[config.mk]
export PLATFORM = sky130hd
export DESIGN_NAME = pps_sync_ctrl
export DESIGN_NICKNAME = d
export VERILOG_FILES = /design/src/rtl/pps_sync_ctrl.sv
export SDC_FILE = /design/constraint.sdc
export NUM_CORES = 1
export LEC_CHECK = 0
export ABC_CLOCK_PERIOD_IN_PS = 6300
export CAP_MARGIN = 20
export CORE_MARGIN = 2
export CORE_UTILIZATION = 30
export CTS_CLUSTER_SIZE = 16
export DETAILED_ROUTE_END_ITERATION = 8
export RECOVER_POWER = 50
export SLEW_MARGIN = 5
export SYNTH_ARGS = -nofsm -noshare
export SYNTH_HDL_FRONTEND = slang
export SYNTH_SLANG_ARGS = --single-unit
[constraint.sdc]
create_clock -name CLK -period 6.3 [get_ports CLK]
set_clock_uncertainty 0.2 [all_clocks]
set_input_delay 0.945 -clock CLK [delete_from_list [all_inputs] [get_ports CLK]]
set_output_delay 0.945 -clock CLK [all_outputs]
set_load 0.005 [all_outputs]
[src/rtl/pps_sync_ctrl.sv]
// pps_sync_ctrl: disciplines a local one-second counter to an external PPS,
// sequences HUNT/ACQUIRE/LOCKED/HOLDOVER and generates pps_out and tick.
module pps_sync_ctrl #(
  parameter int CLK_HZ      = 125000000,
  parameter int TOL         = 2500,
  parameter int LOCK_COUNT  = 4,
  parameter int PULSE_WIDTH = 12500000
) (
  input  logic        CLK,
  input  logic        RST,
  input  logic        pps_in,
  input  logic [1:0]  mode,
  output logic        pps_out,
  output logic        tick,
  output logic [1:0]  state,
  output logic        locked,
  output logic [31:0] period_meas,
  output logic [7:0]  good_cnt
);
  localparam int LW = $clog2(CLK_HZ);
  localparam int PW = $clog2(PULSE_WIDTH + 1);
  localparam logic [31:0] P_LO = 32'(CLK_HZ - TOL);
  localparam logic [31:0] P_HI = 32'(CLK_HZ + TOL);
  localparam logic [31:0] P_TO = 32'(CLK_HZ + TOL + 1);
  localparam logic [LW-1:0] LC_MAX = LW'(CLK_HZ - 1);
  localparam logic [8:0] LOCK_N = 9'(LOCK_COUNT);
  typedef enum logic [1:0] {HUNT, ACQUIRE, LOCKED, HOLDOVER} st_t;
  st_t st;
  logic [2:0] sync;
  logic pps_edge, have_prev;
  logic [31:0] pc;
  logic [LW-1:0] lc;
  logic [PW-1:0] pw;
  logic follow, good, bad, timeout, align, wrap, fire;
  assign state = st;
  always_comb begin
    follow = mode == 2'd1 || mode == 2'd2;
    good = pps_edge && have_prev && pc >= P_LO && pc <= P_HI;
    bad = pps_edge && have_prev && !good;
    timeout = !pps_edge && pc == P_TO;
    align = follow && good && (st == LOCKED || (st == ACQUIRE && {1'b0, good_cnt} + 9'd1 >= LOCK_N));
    wrap = lc == LC_MAX;
    // an align right after a wrap still re-phases lc but must not double-tick
    fire = (wrap || align) && !tick;
  end
  always_ff @(posedge CLK or posedge RST)
    if (RST) begin
      sync <= '0;
      pps_edge <= 1'b0;
      have_prev <= 1'b0;
      pc <= '0;
      lc <= '0;
      pw <= '0;
      tick <= 1'b0;
      pps_out <= 1'b0;
      st <= HUNT;
      locked <= 1'b0;
      period_meas <= '0;
      good_cnt <= '0;
    end else begin
      sync <= {sync[1:0], pps_in};
      pps_edge <= sync[1] & ~sync[2];
      pc <= pps_edge ? 32'd1 : pc + {31'd0, pc != '1};
      if (pps_edge) period_meas <= pc;
      lc <= (wrap || align) ? '0 : lc + LW'(1);
      tick <= fire;
      pw <= fire ? PW'(PULSE_WIDTH - 1) : pw - PW'(pw != '0);
      pps_out <= (fire || pw != '0) && mode != 2'd2;
      if (!follow) begin
        st <= HUNT;
        good_cnt <= '0;
        have_prev <= 1'b0;
        locked <= 1'b0;
      end else
        case (st)
          HUNT: if (pps_edge) begin
            st <= ACQUIRE;
            good_cnt <= '0;
            have_prev <= 1'b1;
          end
          ACQUIRE: if (good) begin
            good_cnt <= good_cnt + {7'd0, good_cnt != 8'hFF};
            if (align) begin
              st <= LOCKED;
              locked <= 1'b1;
            end
          end else if (bad || timeout) begin
            st <= HUNT;
            good_cnt <= '0;
            have_prev <= 1'b0;
          end
          LOCKED: if (good) good_cnt <= good_cnt + {7'd0, good_cnt != 8'hFF};
          else if (bad || timeout) begin
            st <= HOLDOVER;
            good_cnt <= '0;
            locked <= 1'b0;
          end
          HOLDOVER: if (pps_edge) begin
            st <= ACQUIRE;
            good_cnt <= '0;
          end
        endcase
    end
endmodule

==> results of run 1 <==
-- final timing paths --
check	startpoint	end	slack, ns	cells past startpoint
worst max-delay path	pc[6]	pps_out	2.75	9
worst min-delay path	sync[0]	sync[1]	0.15	0
worst max register to register	pc[6]	pps_out	2.75	9
worst min register to register	sync[0]	sync[1]	0.15	0
max in group asynchronous	RST	period_meas[11]	3.86	3
min in group asynchronous	RST	good_cnt[0]	1.01	2
-- flip-flops by register name, indices dropped and copies added, names as in the netlist --
| signal | count |
|---|---|
| pps_edge | 1 |
| locked | 1 |
| pw | 24 |
| lc | 27 |
| sync | 3 |
| state | 2 |
| tick | 1 |
| pps_out | 1 |
| good_cnt | 8 |
| period_meas | 32 |
| pc | 32 |
| have_prev | 1 |
-- logic make-up after synthesis --
kind of cell    share of synthesized area [%]
fa+ha+maj                               2.193
compound gates                          6.181
buf+inv                                 2.392
simple gates                            20.75
mux                                     6.101
flops                                   53.03
xor+xnor                                9.350
-- routing by layer --
metal,vias to the layer above,GRT usage [%],routed length (um)
li1,2192,-,-
met4,0,4.571,169
met5,-,0,0
met3,13,3.497,435
met2,45,20.28,5986
met1,2082,16.06,6182
-- critical path, stage by stage (launching register included) --
cell      delay [ns]
dfrtp_1         0.44
or4_4           0.56
nor4_2          0.14
nand4b_1        0.16
o22a_1          0.26
or3_4           0.40
o41ai_4         0.20
buf_4           0.33
nand2b_1        0.43
a41oi_2         0.32
-- cells in the final DEF (no fill, tap or decap), types with 4 or more instances in the layout --
| cell | synthesis | routed |
|---|---|---|
| nor2_1 | 78 | 78 |
| o21ai_0 | 11 | 11 |
| nand2b_1 | 6 | 6 |
| clkdlybuf4s50_1 | 0 | 26 |
| xor2_1 | 39 | 39 |
| or4_1 | 4 | 4 |
| nor2b_1 | 6 | 6 |
| clkbuf_16 | 0 | 17 |
| inv_1 | 12 | 11 |
| inv_6 | 0 | 4 |
| or3_1 | 11 | 11 |
| mux2_2 | 34 | 34 |
| a31oi_1 | 6 | 6 |
| clkinvlp_4 | 0 | 5 |
| dlygate4sd3_1 | 0 | 23 |
| a21oi_1 | 18 | 18 |
| nor4_1 | 11 | 11 |
| nand2_1 | 59 | 59 |
| xnor2_1 | 28 | 28 |
| nand4_1 | 18 | 18 |
| nor3_1 | 12 | 12 |
| nand3_1 | 27 | 27 |
| ha_1 | 11 | 11 |
| and3_1 | 14 | 14 |
| dfrtp_1 | 133 | 132 |
-- metrics by stage --
stage          total power (W)  setup WS, ns  utilization [%]  instances
2_1_floorplan         0.001024         1.601                -        598
3_3_place_gp          0.001083         2.613            34.51        898
3_5_place_dp          0.001085         2.576            34.51        898
4_1_cts               0.002057         2.723            37.32        930
5_1_grt               0.002109         2.510            37.32        930
6_report              0.002017         2.754            37.32        930
-- power by group --
| group | internal (W) | switching, W |
|---|---|---|
| combinational | 0.0000735 | 0.0000784 |
| sequential | 0.000882 | 0.0000309 |
| clock | 0.000551 | 0.000401 |
-- layout make-up --
| cell class | count | area [um2] |
|---|---|---|
| multi-input combinational | 431 | 2798 |
| clock buffer | 17 | 425.4 |
| sequential | 133 | 3329 |
| fill | 2011 | 12760 |
| timing repair buffer | 52 | 513.0 |
| tap | 270 | 337.8 |
| clock inverter | 15 | 147.6 |
| inverter | 12 | 50.05 |
==> flow_metrics.env, run 1 <==
export IMPL_synth_top_area_share_pct=53.03
export IMPL_diodes=0
export IMPL_worst_pin_slew_ns=0.8953
export IMPL_synth_most_common_cell="dfrtp_1"
export IMPL_ys_ff_latch=133
export IMPL_setup_viol=0
export IMPL_initial_utilization_pct=30.82
export IMPL_yosys_warnings=0
export IMPL_max_cap_violations=0
export IMPL_cts_hold_buffers=0
export IMPL_synth_yosys_seq_area_share_pct=53.03
export IMPL_grt_pass1_wl_mm=21.94
export IMPL_root_buffer="clkbuf_16"
export IMPL_power_leakage_nw=3.226
export IMPL_cts_repair_resized=0
export IMPL_vdd_drop_max_v=0.0001549
export IMPL_die_area_mm2=0.02209
export IMPL_grt_start_max_net_pins=99
export IMPL_synth_commonest_cells="dfrtp_1 (133), nor2_1 (78), nand2_1 (59), xor2_1 (39), mux2_2 (34)"
export IMPL_clock_sinks=133
export IMPL_vias=4332
export IMPL_power_density_mw_per_mm2=265.4
export IMPL_endpoint_kind="flop"
export IMPL_clock_latency_ns=0.42
export IMPL_cts_max_path_buffers=2
export IMPL_synthDistinctLibCells=53
export IMPL_worstPathMaxFanout=27
export IMPL_mappedNetlistArea_mm2=0.006276
export IMPL_drtIter0Drc=178
export IMPL_cts_max_level=4
export IMPL_rsz0062_at_grt="no"
export IMPL_clock_fmax_mhz=282.0
export IMPL_numCtsBuffers=17
export IMPL_area_growth_pct=21.11
export IMPL_drcViolationCount=0
export IMPL_place_gp_congestion=0.7454
export IMPL_critPathArrivalTime_ns=3.68
export IMPL_coreArea_mm2=0.02036
export IMPL_clk_pin_slew_worst_paths_ns=0.06
export IMPL_drt_pass1_iter_count=4
export IMPL_finalHoldViolCount=0
export IMPL_placed_area_mm2=0.007028
export IMPL_synth_edff_count=0
export IMPL_synth_flop_cell="dfrtp_1"
export IMPL_post_cts_buffers=0
export IMPL_layout_min_cycle_time_ns=3.546
export IMPL_grt_util_all_layers_pct=12.52
export IMPL_layout_nets=663
export IMPL_antenna_found_initial=0
export IMPL_grt_overflow_total=0
export IMPL_via_per_inst=4.658
export IMPL_slew_headroom_pct=40.31
export IMPL_worstPathRequired_ns=6.43
export IMPL_io_buffers=49
export IMPL_layout_worst_path_cycle_share_pct=56.28
export IMPL_totalWireLength_mm=12.77
export IMPL_synth_fp_nets=614
export IMPL_wl_per_cell_um=13.73
export IMPL_critPathLaunchType="flop"
export IMPL_die_height_um=148.6
export IMPL_yosys_area_top_type="dfrtp_1"
export IMPL_design_area_mm2=0.007601
export IMPL_final_layout_size_suffix_gt1_share_pct=12.58
export IMPL_synth_area_top_cells="dfrtp_1 (53%), mux2_2 (6.1%), xor2_1 (5.4%), nor2_1 (4.7%), xnor2_1 (3.9%)"
export IMPL_ant_nets=0
export IMPL_drv_slew=0
export IMPL_ys_async_sr_fraction_pct=100.0
export IMPL_cts_tree="built"
export IMPL_synth_avg_cell_area_um2=10.50
export IMPL_die_w_um=148.6
export IMPL_dp_hpwl_mm=8.670
export IMPL_tns_ns=0
export IMPL_worstHoldPathType="reg -> reg"
export IMPL_holdWs_ns=0.1484
export IMPL_grt_pass1_vias=4329
export IMPL_worstSetupPathType="reg -> reg"
export IMPL_row_count=52
export IMPL_ioPinCount=50
export IMPL_syn_instance_count=598
export IMPL_outcome="complete, no violations"
Note: power is estimated with default switching activity, not from simulation.
==> inputs of run 2 (changes only) <==
ABC_CLOCK_PERIOD_IN_PS = 3540   (was 6300)
clock period = 3.54 ns   (was 6.3 ns; I/O delays follow)
==> flow_metrics.env, run 2 (synthesis results as in run 1) <==
export IMPL_setup_viol=0
export IMPL_fillCellCount=2016
export IMPL_layout_worst_path_cycle_share_pct=90.99
export IMPL_ant_nets=0
export IMPL_cp_slowest_stage_delay_ns=0.43
export IMPL_totalWireLength_mm=13.18
export IMPL_cp_buffers_inverters=0
export IMPL_multi_input_area_mm2=0.002803
export IMPL_diodes=0
export IMPL_grt_overflow_total=0
export IMPL_layout_min_cycle_time_ns=3.221
export IMPL_antenna_found_initial=0
export IMPL_wl_met1_mm=6.253
export IMPL_final_common_cell="dfrtp_1"
export IMPL_finalHoldViolCount=0
export IMPL_clk_pin_slew_worst_paths_ns=0.06
export IMPL_outcome="finished, violations left"
export IMPL_worstPathMaxFanout=7
export IMPL_initial_utilization_pct=30.82
export IMPL_worst_pin_slew_ns=1.948
export IMPL_critPathArrivalTime_ns=3.36
export IMPL_grt_util_all_layers_pct=12.92
export IMPL_top_regs="pc (32), period_meas (32), lc (27)"
export IMPL_row_count=52
export IMPL_drtIter0Drc=296
export IMPL_violations="max-capacitance violations, max-slew violations"
export IMPL_root_buffer="clkbuf_16"
export IMPL_cts_tree="built"
export IMPL_tns_ns=0
export IMPL_ff_latch_area_mm2=0.003329
export IMPL_max_cap_violations=1
export IMPL_crit_chain="and3_1 -> and3_1 -> nand3_1 -> nor2_1 -> nand2_1 -> ha_1 -> ha_1 -> nand2_1 -> or3_1 -> nor2_1 -> nand3_2 -> or3_1 -> a21oi_1"
export IMPL_die_height_um=148.6
export IMPL_grt_start_max_net_pins=55
export IMPL_coreArea_mm2=0.02036
export IMPL_clock_fmax_mhz=310.5
export IMPL_drv_slew=41
export IMPL_vias=4444
export IMPL_wl_met2_mm=6.362
export IMPL_vdd_drop_max_v=0.0003306
export IMPL_top_layer="met4"
export IMPL_cts_max_path_buffers=2
export IMPL_drcViolationCount=0
export IMPL_clock_latency_ns=0.42
export IMPL_drt_pass1_iter_count=5
export IMPL_path_delay_family="simple AND/OR/NAND/NOR gates"
export IMPL_cts_max_level=4
export IMPL_ioPinCount=50
export IMPL_die_w_um=148.6
export IMPL_clock_sinks=133
export IMPL_wl_met3_um=429
export IMPL_slew_headroom_pct=-29.86
export IMPL_numCtsBuffers=17
export IMPL_final_util_pct=37.73
export IMPL_critPathLaunchType="flop"
export IMPL_rsz0062_at_grt="no"
export IMPL_wl_per_cell_um=13.98
export IMPL_dp_hpwl_mm=9.042
export IMPL_area_growth_pct=22.43
export IMPL_worstPathRequired_ns=3.68
export IMPL_via_per_inst=4.713
export IMPL_die_area_mm2=0.02209
export IMPL_worstSetupPathType="reg -> reg"
export IMPL_endpoint_kind="flop"
export IMPL_cts_hold_buffers=0
export IMPL_grt_pass1_wl_mm=22.71
export IMPL_place_gp_congestion=0.7532
export IMPL_crit_path_top_delay_cell="dfrtp_1"
export IMPL_final_layout_size_suffix_gt1_share_pct=13.67
export IMPL_power_leakage_nw=3.227
export IMPL_layout_nets=676
export IMPL_grt_pass1_vias=4484
export IMPL_power_density_mw_per_mm2=470.2
export IMPL_worstHoldPathType="reg -> reg"
export IMPL_io_buffers=49
export IMPL_mostFrequentLayoutCells="dfrtp_1 (132), nor2_1 (78), nand2_1 (59), clkdlybuf4s50_1 (47), xor2_1 (39)"
## run 2: cell count changes in the layout (fill, tap and decap cells not counted), moves of 2 or more
cell,before,now
dlygate4sd3_1,23,2
clkinvlp_4,5,2
buf_4,3,12
inv_6,4,0
clkbuf_1,0,5
clkinv_2,1,6
clkinv_4,3,0
inv_8,2,0
clkdlybuf4s50_1,26,47
clkbuf_2,0,2
clkbuf_8,0,2
## run 2: layout make-up
class	instances	share of cell area, %
Multi-Input combinational cell	431	36.48
Sequential cell	133	43.33
Inverter	12	0.6025
Timing Repair Buffer	65	7.784
Clock buffer	22	6.041
Tap cell	270	4.397
Clock inverter	10	1.368
## run 2: worst register-to-register path, stage by stage, from the launching register on
cell and delay, ns:
dfrtp_1 0.43, and3_1 0.27, and3_1 0.23, nand3_1 0.10, nor2_1 0.05, nand2_1 0.07, ha_1 0.24, ha_1 0.25
nand2_1 0.13, or3_1 0.36, nor2_1 0.17, nand3_2 0.16, or3_1 0.35, a21oi_1 0.15
## run 2: path summary, 6_finish.rpt
check	start	end	slack, ns	cells after the start
min in group asynchronous	RST	period_meas[14]	0.33	2
min reg2reg	sync[0]	sync[1]	0.15	0
min	sync[0]	sync[1]	0.15	0
max reg2reg	pc[24]	pc[28]	0.32	13
max	pc[24]	pc[28]	0.32	13
max in group asynchronous	RST	pps_edge	1.04	3
## run 2: power breakdown
| part | internal, W | switching, W | total, W |
|---|---|---|---|
| sequential | 0.00157 | 0.0000600 | 0.00163 |
| clock | 0.00107 | 0.000643 | 0.00171 |
| combinational | 0.000134 | 0.000139 | 0.000274 |
## run 2: metal layers
metal / track usage (%) / vias up
li1: - / 2204
met2: 20.35 / 56
met4: 4.000 / 0
met5: 0 / -
met1: 17.05 / 2172
met3: 4.080 / 12
## run 2: what timing repair did
item,in CTS,in global routing
gates resized for setup,0,1
setup endpoints to repair,0,1
buffers inserted,0,0
## run 2: metrics by stage
stage | hold WS (ns) | total power, W | setup slack, ns | area [um2] | std cells
4_1_cts | 0.1498 | 0.003665 | 0.2955 | 7706 | 943
6_report | 0.1482 | 0.003613 | 0.3191 | 7684 | 943
5_1_grt | 0.1561 | 0.003771 | 0.03695 | 7684 | 943
2_1_floorplan | 0.1312 | 0.001823 | 0.5108 | 6280 | 598
3_3_place_gp | 0.1582 | 0.001937 | 0.4235 | 7137 | 911
3_5_place_dp | 0.1358 | 0.001937 | 0.3424 | 7137 | 911
==> inputs of run 3 (changes only) <==
CORE_MARGIN = 4   (was 2)
CTS_CLUSTER_DIAMETER = 100   (was default)
==> flow_metrics.env, run 3 (synthesis results as in run 1) <==
export IMPL_grt_pass1_vias=4516
export IMPL_clock_latency_ns=0.42
export IMPL_layout_min_cycle_time_ns=3.236
export IMPL_worstPathMaxFanout=7
export IMPL_diodes=0
export IMPL_crit_chain="and3_1 -> and3_1 -> nand3_1 -> nor2_1 -> nand2_1 -> ha_1 -> ha_1 -> nand2_1 -> or3_1 -> nor2_1 -> nand3_1 -> or3_1 -> a21oi_1"
export IMPL_layout_worst_path_cycle_share_pct=91.40
export IMPL_worstPathRequired_ns=3.69
export IMPL_layout_nets=675
export IMPL_coreArea_mm2=0.02043
export IMPL_worstSetupPathType="reg -> reg"
export IMPL_crit_path_top_delay_cell="dfrtp_1"
export IMPL_power_leakage_nw=3.247
export IMPL_p_sw_share_pct=24.04
export IMPL_post_cts_buffers=0
export IMPL_area_growth_pct=22.95
export IMPL_ioPinCount=50
export IMPL_finalHoldViolCount=0
export IMPL_critPathArrivalTime_ns=3.38
export IMPL_cp_slowest_stage_delay_ns=0.44
export IMPL_drtIter0Drc=240
export IMPL_vdd_drop_max_v=0.0003187
export IMPL_switchingPower_w=0.0008938
export IMPL_cts_max_level=4
export IMPL_io_buffers=49
export IMPL_totalWireLength_mm=13.19
export IMPL_cts_repair_resized=0
export IMPL_antenna_found_initial=0
export IMPL_power_density_mw_per_mm2=481.9
export IMPL_endpoint_kind="flop"
export IMPL_die_area_mm2=0.02330
export IMPL_grt_start_max_net_pins=58
export IMPL_clock_sinks=133
export IMPL_r2r_setup_slack_ns=0.30
export IMPL_cts_hold_buffers=0
export IMPL_clock_power_share_pct=48.8
export IMPL_wl_per_cell_um=14.00
export IMPL_die_height_um=152.6
export IMPL_top_regs="pc (32), period_meas (32), lc (27)"
export IMPL_drcViolationCount=0
export IMPL_grt_overflow_total=0
export IMPL_initial_utilization_pct=30.72
export IMPL_grt_util_all_layers_pct=11.97
export IMPL_p_comb_share_pct=7.4
export IMPL_worst_pin_slew_ns=2.048
export IMPL_final_layout_size_suffix_gt1_share_pct=13.39
export IMPL_pwr_share_seq_pct=43.8
export IMPL_numCtsBuffers=17
export IMPL_clk_pin_slew_worst_paths_ns=0.06
export IMPL_fillCellCount=2004
export IMPL_via_per_inst=4.760
export IMPL_cts_tree="built"
export IMPL_critPathLaunchType="flop"
export IMPL_power_total_w=0.003718
export IMPL_tns_ns=0
export IMPL_die_w_um=152.6
export IMPL_p_int_w=0.002825
export IMPL_row_count=52
export IMPL_mostFrequentLayoutCells="dfrtp_1 (132), nor2_1 (78), nand2_1 (59), clkdlybuf4s50_1 (47), xor2_1 (39)"
export IMPL_outcome="finished, violations left"
export IMPL_clock_fmax_mhz=309.1
export IMPL_holdWs_ns=0.1631
export IMPL_drv_slew=84
export IMPL_slew_headroom_pct=-36.52
export IMPL_grt_pass1_wl_mm=22.96
export IMPL_place_gp_congestion=0.7844
export IMPL_worstHoldPathType="reg -> reg"
export IMPL_setup_viol=0
export IMPL_cts_max_path_buffers=2
export IMPL_rsz0062_at_grt="no"
export IMPL_ant_nets=0
export IMPL_design_area_mm2=0.007716
export IMPL_drt_pass1_iter_count=4
export IMPL_placed_area_mm2=0.007142
export IMPL_vias=4484
export IMPL_final_common_cell="dfrtp_1"
export IMPL_max_cap_violations=2
export IMPL_dp_hpwl_mm=9.063
export IMPL_root_buffer="clkbuf_16"
export IMPL_violations="max-capacitance violations, max-slew violations"
==> run 3: cell types whose count changed in the layout (fill, tap and decap cells not counted), sizes merged <==
cell          previous run  this run
inv                     11        14
dlymetal6s2s             0         1
buf                     12        11
clkinvlp                 3         1
bufinv                   2         3
clkbuf                  26        22
clkinv                   6         7
==> run 3: per-layer routing <==
metal  wire [um]  up-vias  GRT usage, %
met5           0        -             0
met4         145        0         3.437
met1        6355     2198         16.22
met2        6200       69         18.59
li1            -     2204             -
met3         483       13         3.692
==> run 3: power by group through the flow <==
stage                     clock network [W]  registers [W]  logic, W
after floorplan                           0        0.00164  0.000185
after global placement                    0        0.00166  0.000281
after detailed placement                  0        0.00166  0.000283
after CTS                           0.00186        0.00163  0.000286
after global routing                0.00193        0.00164  0.000306
final                               0.00181        0.00163  0.000275
==> run 3: cell type report <==
type | count | area, um2 | area share [%]
timing repair buffer | 64 | 598.1 | 7.751
clock buffer | 19 | 432.9 | 5.611
multi-input combinational | 431 | 2798 | 36.26
sequential | 133 | 3329 | 43.15
clock inverter | 13 | 173.9 | 2.254
inverter | 12 | 46.29 | 0.6000
tap | 270 | 337.8 | 4.378
==> run 3: worst max-delay path, delay by kind of cell, from the launching register on <==
family / cells / cell delay (ns)
adder cells (fa/ha/maj): 2 / 0.44
AO/OA/AOI/OAI: 1 / 0.14
flip-flops: 1 / 0.44
AND/OR/NAND/NOR: 10 / 1.95
==> run 3: worst paths after layout <==
path,depth (start not counted),startpoint,to
setup / recovery,13,pc[24],pc[30]
hold / removal,0,sync[0],sync[1]
setup reg to reg,13,pc[24],pc[30]
hold reg to reg,0,sync[0],sync[1]
max in group asynchronous,3,RST,pw[23]
min in group asynchronous,2,RST,period_meas[13]
==> run 3: per-stage QoR <==
stage / cells / utilization, % / worst slack (ns)
6_report: 942 / 37.77 / 0.3044
5_1_grt: 942 / 37.77 / 0.02975
4_1_cts: 942 / 37.93 / 0.3080
3_5_place_dp: 910 / 34.96 / 0.3441
3_3_place_gp: 910 / 34.96 / 0.4145
2_1_floorplan: 598 / - / 0.5108
